**src/rtl/texture_pkg.sv**
```systemverilog
// Shared types for the texture upload path: RAM geometry, uploader states,
// error reasons and the per-texture descriptor layout.
package texture_pkg;

   localparam int ADDR_W = 17;
   localparam int DATA_W = 32;

   typedef enum logic [1:0] {
      IDLE   = 2'd0,
      CHECK  = 2'd1,
      STREAM = 2'd2,
      COMMIT = 2'd3
   } upl_state_t;

   typedef enum logic [1:0] {
      ERR_BADTEX = 2'd0,
      ERR_EMPTY  = 2'd1,
      ERR_FULL   = 2'd2,
      ERR_DUP    = 2'd3
   } upl_err_t;

   typedef struct packed {
      logic [ADDR_W-1:0] base;
      logic [ADDR_W-1:0] len;
      logic              valid;
   } tex_desc_t;

endpackage

```
**src/rtl/texture_desc_table.sv**
```systemverilog
// Descriptor table: one entry per texture number, written at commit, read
// through a registered lookup port and probed combinationally for duplicates.
module texture_desc_table
   import texture_pkg::*;
#(
   parameter int MAX_TEX = 16
) (
   input  logic      clk,
   input  logic      reset,
   input  logic      clear,
   input  logic      wr_en,
   input  logic [7:0] wr_idx,
   input  tex_desc_t wr_desc,
   input  logic [7:0] rd_idx,
   output tex_desc_t rd_desc,
   input  logic [7:0] probe_idx,
   output logic      probe_valid
);

   localparam int IDX_W = (MAX_TEX > 1) ? $clog2(MAX_TEX) : 1;

   tex_desc_t entries [MAX_TEX];

   function automatic logic in_range(input logic [7:0] idx);
      return 32'(idx) < MAX_TEX;
   endfunction

   assign probe_valid = in_range(probe_idx) && entries[probe_idx[IDX_W-1:0]].valid;

   always_ff @(posedge clk or negedge reset) begin
      if (!reset) begin
         for (int i = 0; i < MAX_TEX; i++) entries[i] <= '0;
         rd_desc <= '0;
      end else begin
         if (clear) begin
            for (int i = 0; i < MAX_TEX; i++) entries[i] <= '0;
         end else if (wr_en && in_range(wr_idx)) begin
            entries[wr_idx[IDX_W-1:0]] <= wr_desc;
         end
         // Out-of-range lookups read as an all-zero, invalid descriptor.
         rd_desc <= in_range(rd_idx) ? entries[rd_idx[IDX_W-1:0]] : '0;
      end
   end

endmodule

```
**src/rtl/texture_uploader.sv**
```systemverilog
// Write-side master for the texture RAM: validates an upload request, streams
// words into contiguous storage and records the texture's descriptor.
module texture_uploader
   import texture_pkg::*;
#(
   parameter int MAX_TEX   = 16,
   parameter int MEM_DEPTH = 131072
) (
   input  logic              clk,
   input  logic              reset,
   input  logic              start,
   input  logic [7:0]        tex_num,
   input  logic [ADDR_W-1:0] word_count,
   output logic              busy,
   input  logic              in_valid,
   input  logic [DATA_W-1:0] in_data,
   output logic              in_ready,
   output logic              write,
   output logic [ADDR_W-1:0] write_address,
   output logic [DATA_W-1:0] write_data,
   output logic              done,
   output logic              error,
   output logic [1:0]        err_code,
   input  logic              clear,
   input  logic [7:0]        lookup_tex,
   output logic [ADDR_W-1:0] lookup_base,
   output logic [ADDR_W-1:0] lookup_len,
   output logic              lookup_valid,
   output logic [1:0]        fsm_state
);

   localparam int PTR_W = ADDR_W + 1;
   localparam logic [PTR_W-1:0] DEPTH = PTR_W'(MEM_DEPTH);

   upl_state_t        state, state_next;
   logic [PTR_W-1:0]  alloc_ptr;
   logic [PTR_W-1:0]  alloc_end;
   logic [ADDR_W-1:0] wr_ptr;
   logic [ADDR_W-1:0] remaining;
   logic [ADDR_W-1:0] cur_count;
   logic [7:0]        cur_tex;
   logic              check_fail;
   upl_err_t          check_code;
   logic              probe_valid;
   logic              handshake;
   tex_desc_t         commit_desc;
   tex_desc_t         lookup_desc;

   // Stream handshake: a word transfers on any cycle where in_valid and
   // in_ready are both high; in_ready is high only in STREAM.
   assign busy      = (state != IDLE);
   assign in_ready  = (state == STREAM);
   assign handshake = in_valid && in_ready;
   assign fsm_state = state;
   assign alloc_end = alloc_ptr + PTR_W'(word_count);

   // Evaluated against the live request so the error pulse lands in CHECK.
   always_comb begin
      check_fail = 1'b1;
      check_code = ERR_BADTEX;
      if (tex_num == 8'd0 || 32'(tex_num) >= MAX_TEX) check_code = ERR_BADTEX;
      else if (word_count == '0)                      check_code = ERR_EMPTY;
      else if (probe_valid)                           check_code = ERR_DUP;
      else if (alloc_end > DEPTH)                     check_code = ERR_FULL;
      else                                            check_fail = 1'b0;
   end

   always_ff @(posedge clk or negedge reset) begin
      if (!reset) state <= IDLE;
      else        state <= state_next;
   end

   always_comb begin
      state_next = state;
      case (state)
         IDLE:    if (!clear && start) state_next = CHECK;
         CHECK:   state_next = error ? IDLE : STREAM;
         STREAM:  if (handshake && remaining == ADDR_W'(1)) state_next = COMMIT;
         COMMIT:  state_next = IDLE;
         default: state_next = IDLE;
      endcase
   end

   always_ff @(posedge clk or negedge reset) begin
      if (!reset) begin
         alloc_ptr     <= '0;
         wr_ptr        <= '0;
         remaining     <= '0;
         cur_count     <= '0;
         cur_tex       <= '0;
         write         <= 1'b0;
         write_address <= '0;
         write_data    <= '0;
         done          <= 1'b0;
         error         <= 1'b0;
         err_code      <= '0;
      end else begin
         write <= 1'b0;
         done  <= 1'b0;
         error <= 1'b0;
         case (state)
            IDLE: begin
               if (clear) begin
                  alloc_ptr <= '0;
               end else if (start) begin
                  cur_tex   <= tex_num;
                  cur_count <= word_count;
                  if (check_fail) begin
                     error    <= 1'b1;
                     err_code <= check_code;
                  end
               end
            end
            CHECK: begin
               if (!error) begin
                  wr_ptr    <= alloc_ptr[ADDR_W-1:0];
                  remaining <= cur_count;
               end
            end
            STREAM: begin
               if (handshake) begin
                  write         <= 1'b1;
                  write_address <= wr_ptr;
                  write_data    <= in_data;
                  wr_ptr        <= wr_ptr + 1'b1;
                  remaining     <= remaining - 1'b1;
                  if (remaining == ADDR_W'(1)) done <= 1'b1;
               end
            end
            COMMIT: alloc_ptr <= alloc_ptr + PTR_W'(cur_count);
            default: ;
         endcase
      end
   end

   assign commit_desc = '{base: alloc_ptr[ADDR_W-1:0], len: cur_count, valid: 1'b1};

   texture_desc_table #(.MAX_TEX(MAX_TEX)) u_table (
      .clk         (clk),
      .reset       (reset),
      .clear       (state == IDLE && clear),
      .wr_en       (state == COMMIT),
      .wr_idx      (cur_tex),
      .wr_desc     (commit_desc),
      .rd_idx      (lookup_tex),
      .rd_desc     (lookup_desc),
      .probe_idx   (tex_num),
      .probe_valid (probe_valid)
   );

   assign lookup_base  = lookup_desc.base;
   assign lookup_len   = lookup_desc.len;
   assign lookup_valid = lookup_desc.valid;

endmodule

```
**config.mk**
```make
export PLATFORM = sky130hd
export DESIGN_NAME = texture_uploader
export DESIGN_NICKNAME = d
export VERILOG_FILES = /design/src/rtl/texture_pkg.sv /design/src/rtl/texture_desc_table.sv /design/src/rtl/texture_uploader.sv
export SDC_FILE = /design/constraint.sdc
export NUM_CORES = 1
export LEC_CHECK = 0
export BUFFER_PORTS_ARGS = -buffer_cell sky130_fd_sc_hd__buf_2
export CORE_UTILIZATION = 60
export DETAILED_ROUTE_END_ITERATION = 10
export GPL_TIMING_DRIVEN = 0
export PLACE_DENSITY = 0.77
export RECOVER_POWER = 25
export SETUP_SLACK_MARGIN = 0.3
export SLEW_MARGIN = 20
export SYNTH_ARGS = -nofsm -noshare
export SYNTH_HDL_FRONTEND = slang
export SYNTH_SLANG_ARGS = --single-unit
```
**constraint.sdc**
```tcl
create_clock -name clk -period 4.2 [get_ports clk]
set_input_delay 0 -clock clk [delete_from_list [all_inputs] [get_ports clk]]
set_output_delay 0 -clock clk [all_outputs]
set_load 0.05 [all_outputs]
```
Word level (Yosys, flattened, before mapping)
Index checks and enable logic that the tools add are counted.
Storage, ports and cells
  flip-flop bits (word level): 728
  input bits: 70
  output and inout bits: 93
  logic and storage cells: 152
Operators by class
  $add $sub $neg: 4
  order comparisons: 9
  eq/ne operators: 9
  mux-type cells: 41
  bitwise operators: 4
  reductions and logical operators: 22
Operator list (count)
  560-bit 2-to-1 mux: 2
  560-bit bitwise mux: 1
  35-bit binary-select mux with 4-bit select: 2
  35-bit demux with 4-bit select: 1
  35-bit 2-to-1 mux: 4
  17-bit 2-to-1 mux: 4
  17-bit case mux with 2 select lines: 2
  18-bit by 17-bit adder with 18-bit output: 2
  18-bit case mux with 2 select lines: 1
  8-bit by 5-bit less-than comparator with 1-bit output, second input constant: 3
  18-bit > comparator, second input constant: 1
  18-bit 2-to-1 mux: 1
  17-bit by 1-bit adder with 17-bit output, second input constant: 1
  17-bit by 1-bit equality test with 1-bit output, second input constant: 1
  17-bit zero test: 1
  17-bit by 1-bit subtractor with 17-bit output, second input constant: 1
  5-bit greater-or-equal comparator, second input constant: 3
  1-bit 2-to-1 mux: 15
  4-bit NOT with 5-bit output: 3
  2-bit 2-to-1 mux: 7
  8-bit by 5-bit greater-or-equal comparator with 1-bit output, second input constant: 1
  8-bit zero test: 1
  2-bit case mux with 4 select lines: 1
  2-bit nonzero test: 4
  13 further kinds: 26

Depth between registers and ports, before layout
  depth in word-level cells: 12
  mapped depth: 13
  depth with buffers taken out: 12

Hierarchy
Synthesis repeated with hierarchy kept, for this count alone.
Second synthesis, totals
  cells, all modules: 3329
  area total of the unflattened synthesis: 35959.5 sq um
By module, submodules not included
  texture_desc_table: times used 1, cells each 2530, area each 28373.5 sq um, sequential area each 14889.3 sq um
  texture_uploader: times used 1, cells each 799, area each 7586.0 sq um, sequential area each 3328.2 sq um

Least setup slack after synthesis
OpenSTA, ideal clock, no wires.
  path kind: reg-to-reg
  from: reg alloc_ptr[1]
  to: reg err_code[1]
  setup time: 128 ps
  arrival: 3142 ps
  required time: 4072 ps
  path slack: 930 ps
  cell stages (with the launch flop): 14
  buffers on the path: 2
  clock period less this slack: 3270 ps
  path through: dfrtp_1 -> clkbuf_1 -> buf_1 -> inv_1 -> fa_1 -> nor2b_1 -> o22ai_1 -> a2111oi_0 -> nand4_1 -> nor4b_2 -> nand4_1 -> a2111oi_4 -> or2_2 -> a21boi_0
Between the ends
  longest elaborated chain between the ends: 7
  elaborated cells on any way between the ends: 11
  those cells by class: add/sub (1); order compare (1); mux (8); reduce/logical (1)
Ends and longest elaborated chain
  start, declared: line texture_uploader.sv:36  | logic [PTR_W-1:0] alloc_ptr;
  start signal, assigned: line texture_uploader.sv:130  | COMMIT: alloc_ptr <= alloc_ptr + PTR_W'(cur_count);
  18-bit by 17-bit adder with 18-bit output (*): line texture_uploader.sv:55  | assign alloc_end = alloc_ptr + PTR_W'(word_count);
  18-bit > comparator (*): line texture_uploader.sv:64  | else if (alloc_end > DEPTH) check_code = ERR_FULL;
  1-bit 2-to-1 mux: line texture_uploader.sv:64
  1-bit 2-to-1 mux: line texture_uploader.sv:63  | else if (probe_valid) check_code = ERR_DUP;
  1-bit 2-to-1 mux: line texture_uploader.sv:62  | else if (word_count == '0) check_code = ERR_EMPTY;
  1-bit 2-to-1 mux: line texture_uploader.sv:61  | if (tex_num == 8'd0 || 32'(tex_num) >= MAX_TEX) check_code = ERR_BADTEX;
  4-bit AND reduction (no source line)
  end signal, assigned: line texture_uploader.sv:110  | err_code <= check_code;
  end, declared: line texture_uploader.sv:23  | output logic [1:0] err_code,
Mark *: on every way between the ends. The rest lies on a longest branch, timed or not.
A chain may end at the register's enable or synchronous reset.

Worst setup path in the final report
  from: reg state[0] (netlist: fsm_state[0])
  to: reg u_table.entries[156] (netlist name)
Between the ends
  longest elaborated chain between the ends: 3
  elaborated cells on any way between the ends: 6
  those cells by class: eq/ne (1); mux (1); reduce/logical (4)
Ends and longest elaborated chain
  start, declared: line texture_uploader.sv:35  | upl_state_t state, state_next;
  start signal, assigned: line texture_uploader.sv:70  | else state <= state_next;
  2-bit equality test / 2-bit zero test (equally long branches): line texture_uploader.sv:142, texture_uploader.sv:141
  1-bit logical AND, on equally long branches: line texture_desc_table.sv:37, texture_uploader.sv:141
  2-bit nonzero test (no source line) / 560-bit 2-to-1 mux (equally long branches)
  end signal, assigned by index: line texture_desc_table.sv:38  | entries[wr_idx[IDX_W-1:0]] <= wr_desc;
  end, declared: line texture_desc_table.sv:22  | tex_desc_t entries [MAX_TEX];
Several ways; a longest one is shown, not always the timed one.

==> reports/metrics.csv <==
metric,value,unit
DP Wirelength,81.41,mm
switching share of total power,0.3891,
All-Layer GR Usage,0.3894,
global-route wire length before repair,173.1,mm
chip width,243.2,µm
maxcap violations,3,
dominant cells by area after synthesis,"dfrtp_1, nand2_1, mux4_2",
CP Class,register to register,
CTS tree,done,
Tcrit/Tclk final,0.8834,
Via density,6.401,
DIE HEIGHT,243.2,µm
Core Footprint,57590,µm²
final RePlAce weighted congestion,0.9775,
DP Area,36870,µm²
initial DRC count,4125,
P_sw,8.402,mW
most instantiated library cell after synthesis,nand2_1,
asr flop ratio synth,1.000,
pre-CTS WS,-0.01910,ns
die area,59120,µm²
worst path required time,4.65,ns
Bufs on Longest Clock Path,3,
Hold WC Path Type,primary input to register,
Hold Startpoint,clear,
worst relative slew slack,-0.6664,
Leak Pwr,16.73,nW
worst reg2reg path depth,8,
clock buffer count from CTS,76,
WP data arrival,4.16,ns
clock network fraction of design power,0.319,
sequential share of the synthesized area,0.5221,
worst skew pair latency,0.63,ns
initial antenna violation count,2,
RSZ-0062 raised after global routing,false,
Vias,30220,
RR Startpoint,fsm_state[0],
"antenna viol nets, final",0,
Main synth FF type,dfrtp_1,
clock root buffer,clkbuf_16,
WHS Endpoint,error,
mapped cell area,34890,µm²
largest net degree at the start of global routing,98,
fmax,0.2695,GHz
cell family with most CP delay,buffers and inverters,
logic gate share of total power,0.300,
share of the synthesized area in the top cell type,0.5221,
# Post-CTS Setup Buffers,0,
WP buf/inv,5,
Seq pwr share,0.381,
Crit path top cell by count,clkbuf_1,
syn avg cell area,9.725,µm²
#FFs+latches synth,728,
Reg2Reg Setup Slack,0.49,ns
YS warnings,0,
Clock transition at path regs,0.06,ns
slowest cell on the critical path,clkbuf_1,
"Distinct cells, synth",69,
# port buffers,157,
failing checks,"DRC, capacitance limit, slew limit",
Cells after Synth,3588,
vias in the first global route,29120,
Final Max Slew Viols,221,
residual DRC count,2,
Num Clock Sinks,728,
# H-tree levels,3,
Internal,13.19,mW
Post-synth top cells,"nand2_1, dfrtp_1, a21oi_1",
Synth area leader,dfrtp_1,
Post-Layout Inst Area,39910,µm²
"EDFF count, synth",0,
Max VDD drop,0.0006080,V
drt wl/cell,24.18,µm
layout cells sized above 1,0.1136,
I/O pins,163,
Final nets,4011,
crit path cell chain,inv_1 -> ha_1 -> and2_1 -> clkbuf_1 -> clkbuf_1 -> clkbuf_1 -> clkbuf_1 -> a21oi_1,
Rows,88,
Overflow after GRT,0,
worst slew pin tran,2.500,ns
Critical Path End Type,register,
crit path max fanout,10,
initial core utilization,0.6059,
Final min period,3.710,ns
Worst Clk Skew,0.01780,ns
status,"complete, but fails checks",
hold path cells,5,
Syn Nets,3701,
Worst Setup Start Kind,register,
area growth from synthesis to layout,14.37,%
# setup viols final,0,
RR Endpoint,u_table.entries[156],
DRT Wirelength,114.2,mm
final worst-path setup slack,0.4897,ns
CP peak stage delay,0.94,ns
Pre-antenna DRT Iters,9,
pwr dens,541.1,nW/µm²
"Hold Violations, Final",0,
==> cell type report <==
type                       instances  area, µm²
fill                            4361      17680
multi-input combinational       2510      15360
inverter                          25      93.84
clock buffer                     108       2246
sequential                       728      18220
tap                              765      957.2
timing repair buffer             232       1515
antenna                            2      5.005
clock inverter                    26      270.3
buffer                           325       1239
==> worst max-delay path by stage <==
stage | slack, ns | start | to | depth (start not counted)
after global routing | 0.39 | alloc_ptr[1] | err_code[0] | 13
after global placement | -12.38 | reset | u_table.entries[27] | 1
final | 0.49 | fsm_state[0] | u_table.entries[156] | 8
after detailed placement | -0.02 | alloc_ptr[1] | err_code[1] | 13
after floorplan | 0.93 | alloc_ptr[1] | err_code[1] | 13
after CTS | 0.39 | alloc_ptr[1] | err_code[1] | 13
==> what timing repair did <==
| item | CTS | global route |
|---|---|---|
| setup endpoints to repair | 3 | 3 |
| endpoints found under the hold margin | 244 | 0 |
| hold buffers | 66 | 0 |
| resized for setup | 2 | 4 |
| pin swaps | 0 | 1 |
==> per-stage QoR <==
| stage | hold slack, ns | TNS (ns) | instances | power [mW] | utilization |
|---|---|---|---|---|---|
| floorplan | -0.2956 | 0 | 3588 | 12.21 | - |
| global placement | 0.2312 | -8923.35 | 4510 | 14.40 | 0.6362 |
| detailed placement | -0.07150 | -0.01910 | 4518 | 14.53 | 0.6403 |
| CTS | 0.03468 | 0 | 4718 | 21.38 | 0.6958 |
| global route | 0.1170 | 0 | 4720 | 22.24 | 0.6930 |
| finish | 0.07166 | 0 | 4721 | 21.59 | 0.6930 |
==> sequential cells by signal, indices dropped and copies added, names as in the netlist, named ones only <==
name,count
done,1
err_code,2
error,1
u_table.rd_desc,35
alloc_ptr,18
remaining,17
write_data,32
fsm_state,1
cur_count,17
write,1
write_address,17
u_table.entries,560
cur_tex,8
wr_ptr,17
==> layer usage <==
layer | share of wire | global-route usage
met1 | 0.38 | 0.5253
met2 | 0.44 | 0.5734
met3 | 0.11 | 0.1007
met4 | 0.068 | 0.2307
met5 | 0.00011 | 0
==> power by group through the flow <==
stage          Clock [mW]  Combinational (mW)  Sequential, mW
2_1_floorplan           0                3.25            8.96
3_3_place_gp            0                6.13            8.28
3_5_place_dp            0                6.24            8.29
4_1_cts              6.87                6.33            8.18
5_1_grt              7.15                6.80            8.29
6_report             6.89                6.47            8.23
==> logic make-up (layout without fill, tap and decap cells) <==
logic type               count (synthesis)  count (layout)  share of synthesized area
other                                    0               2                          0
AO/OA/AOI/OAI                          748             748                     0.1154
adder cells (fa/ha/maj)                 43              43                    0.01585
AND/OR/NAND/NOR                       1457            1457                     0.1681
multiplexers                           241             241                     0.1354
buffers and inverters                  350             716                    0.03790
flip-flops                             728             728                     0.5221
XOR/XNOR                                21              21                   0.005271
==> cells in the final DEF, fill, tap and decap left out, drive strengths merged, types with 38 or more instances in the layout <==
cell,Yosys,layout
dfrtp,728,728
dlygate4sd3,0,65
clkbuf,286,492
nor2b,38,38
ha,41,41
mux4,179,179
o21ai,46,46
mux2,48,48
nor2,77,77
nand2,1224,1224
buf,39,108
a21oi,605,605
==> worst min-delay path, stage by stage <==
cell,delay [ns]
buf_2,0.08
nand2b_1,0.17
nor2_1,0.18
o21ai_0,0.17
nand2_1,0.06
(Power assumes the default switching activity.)
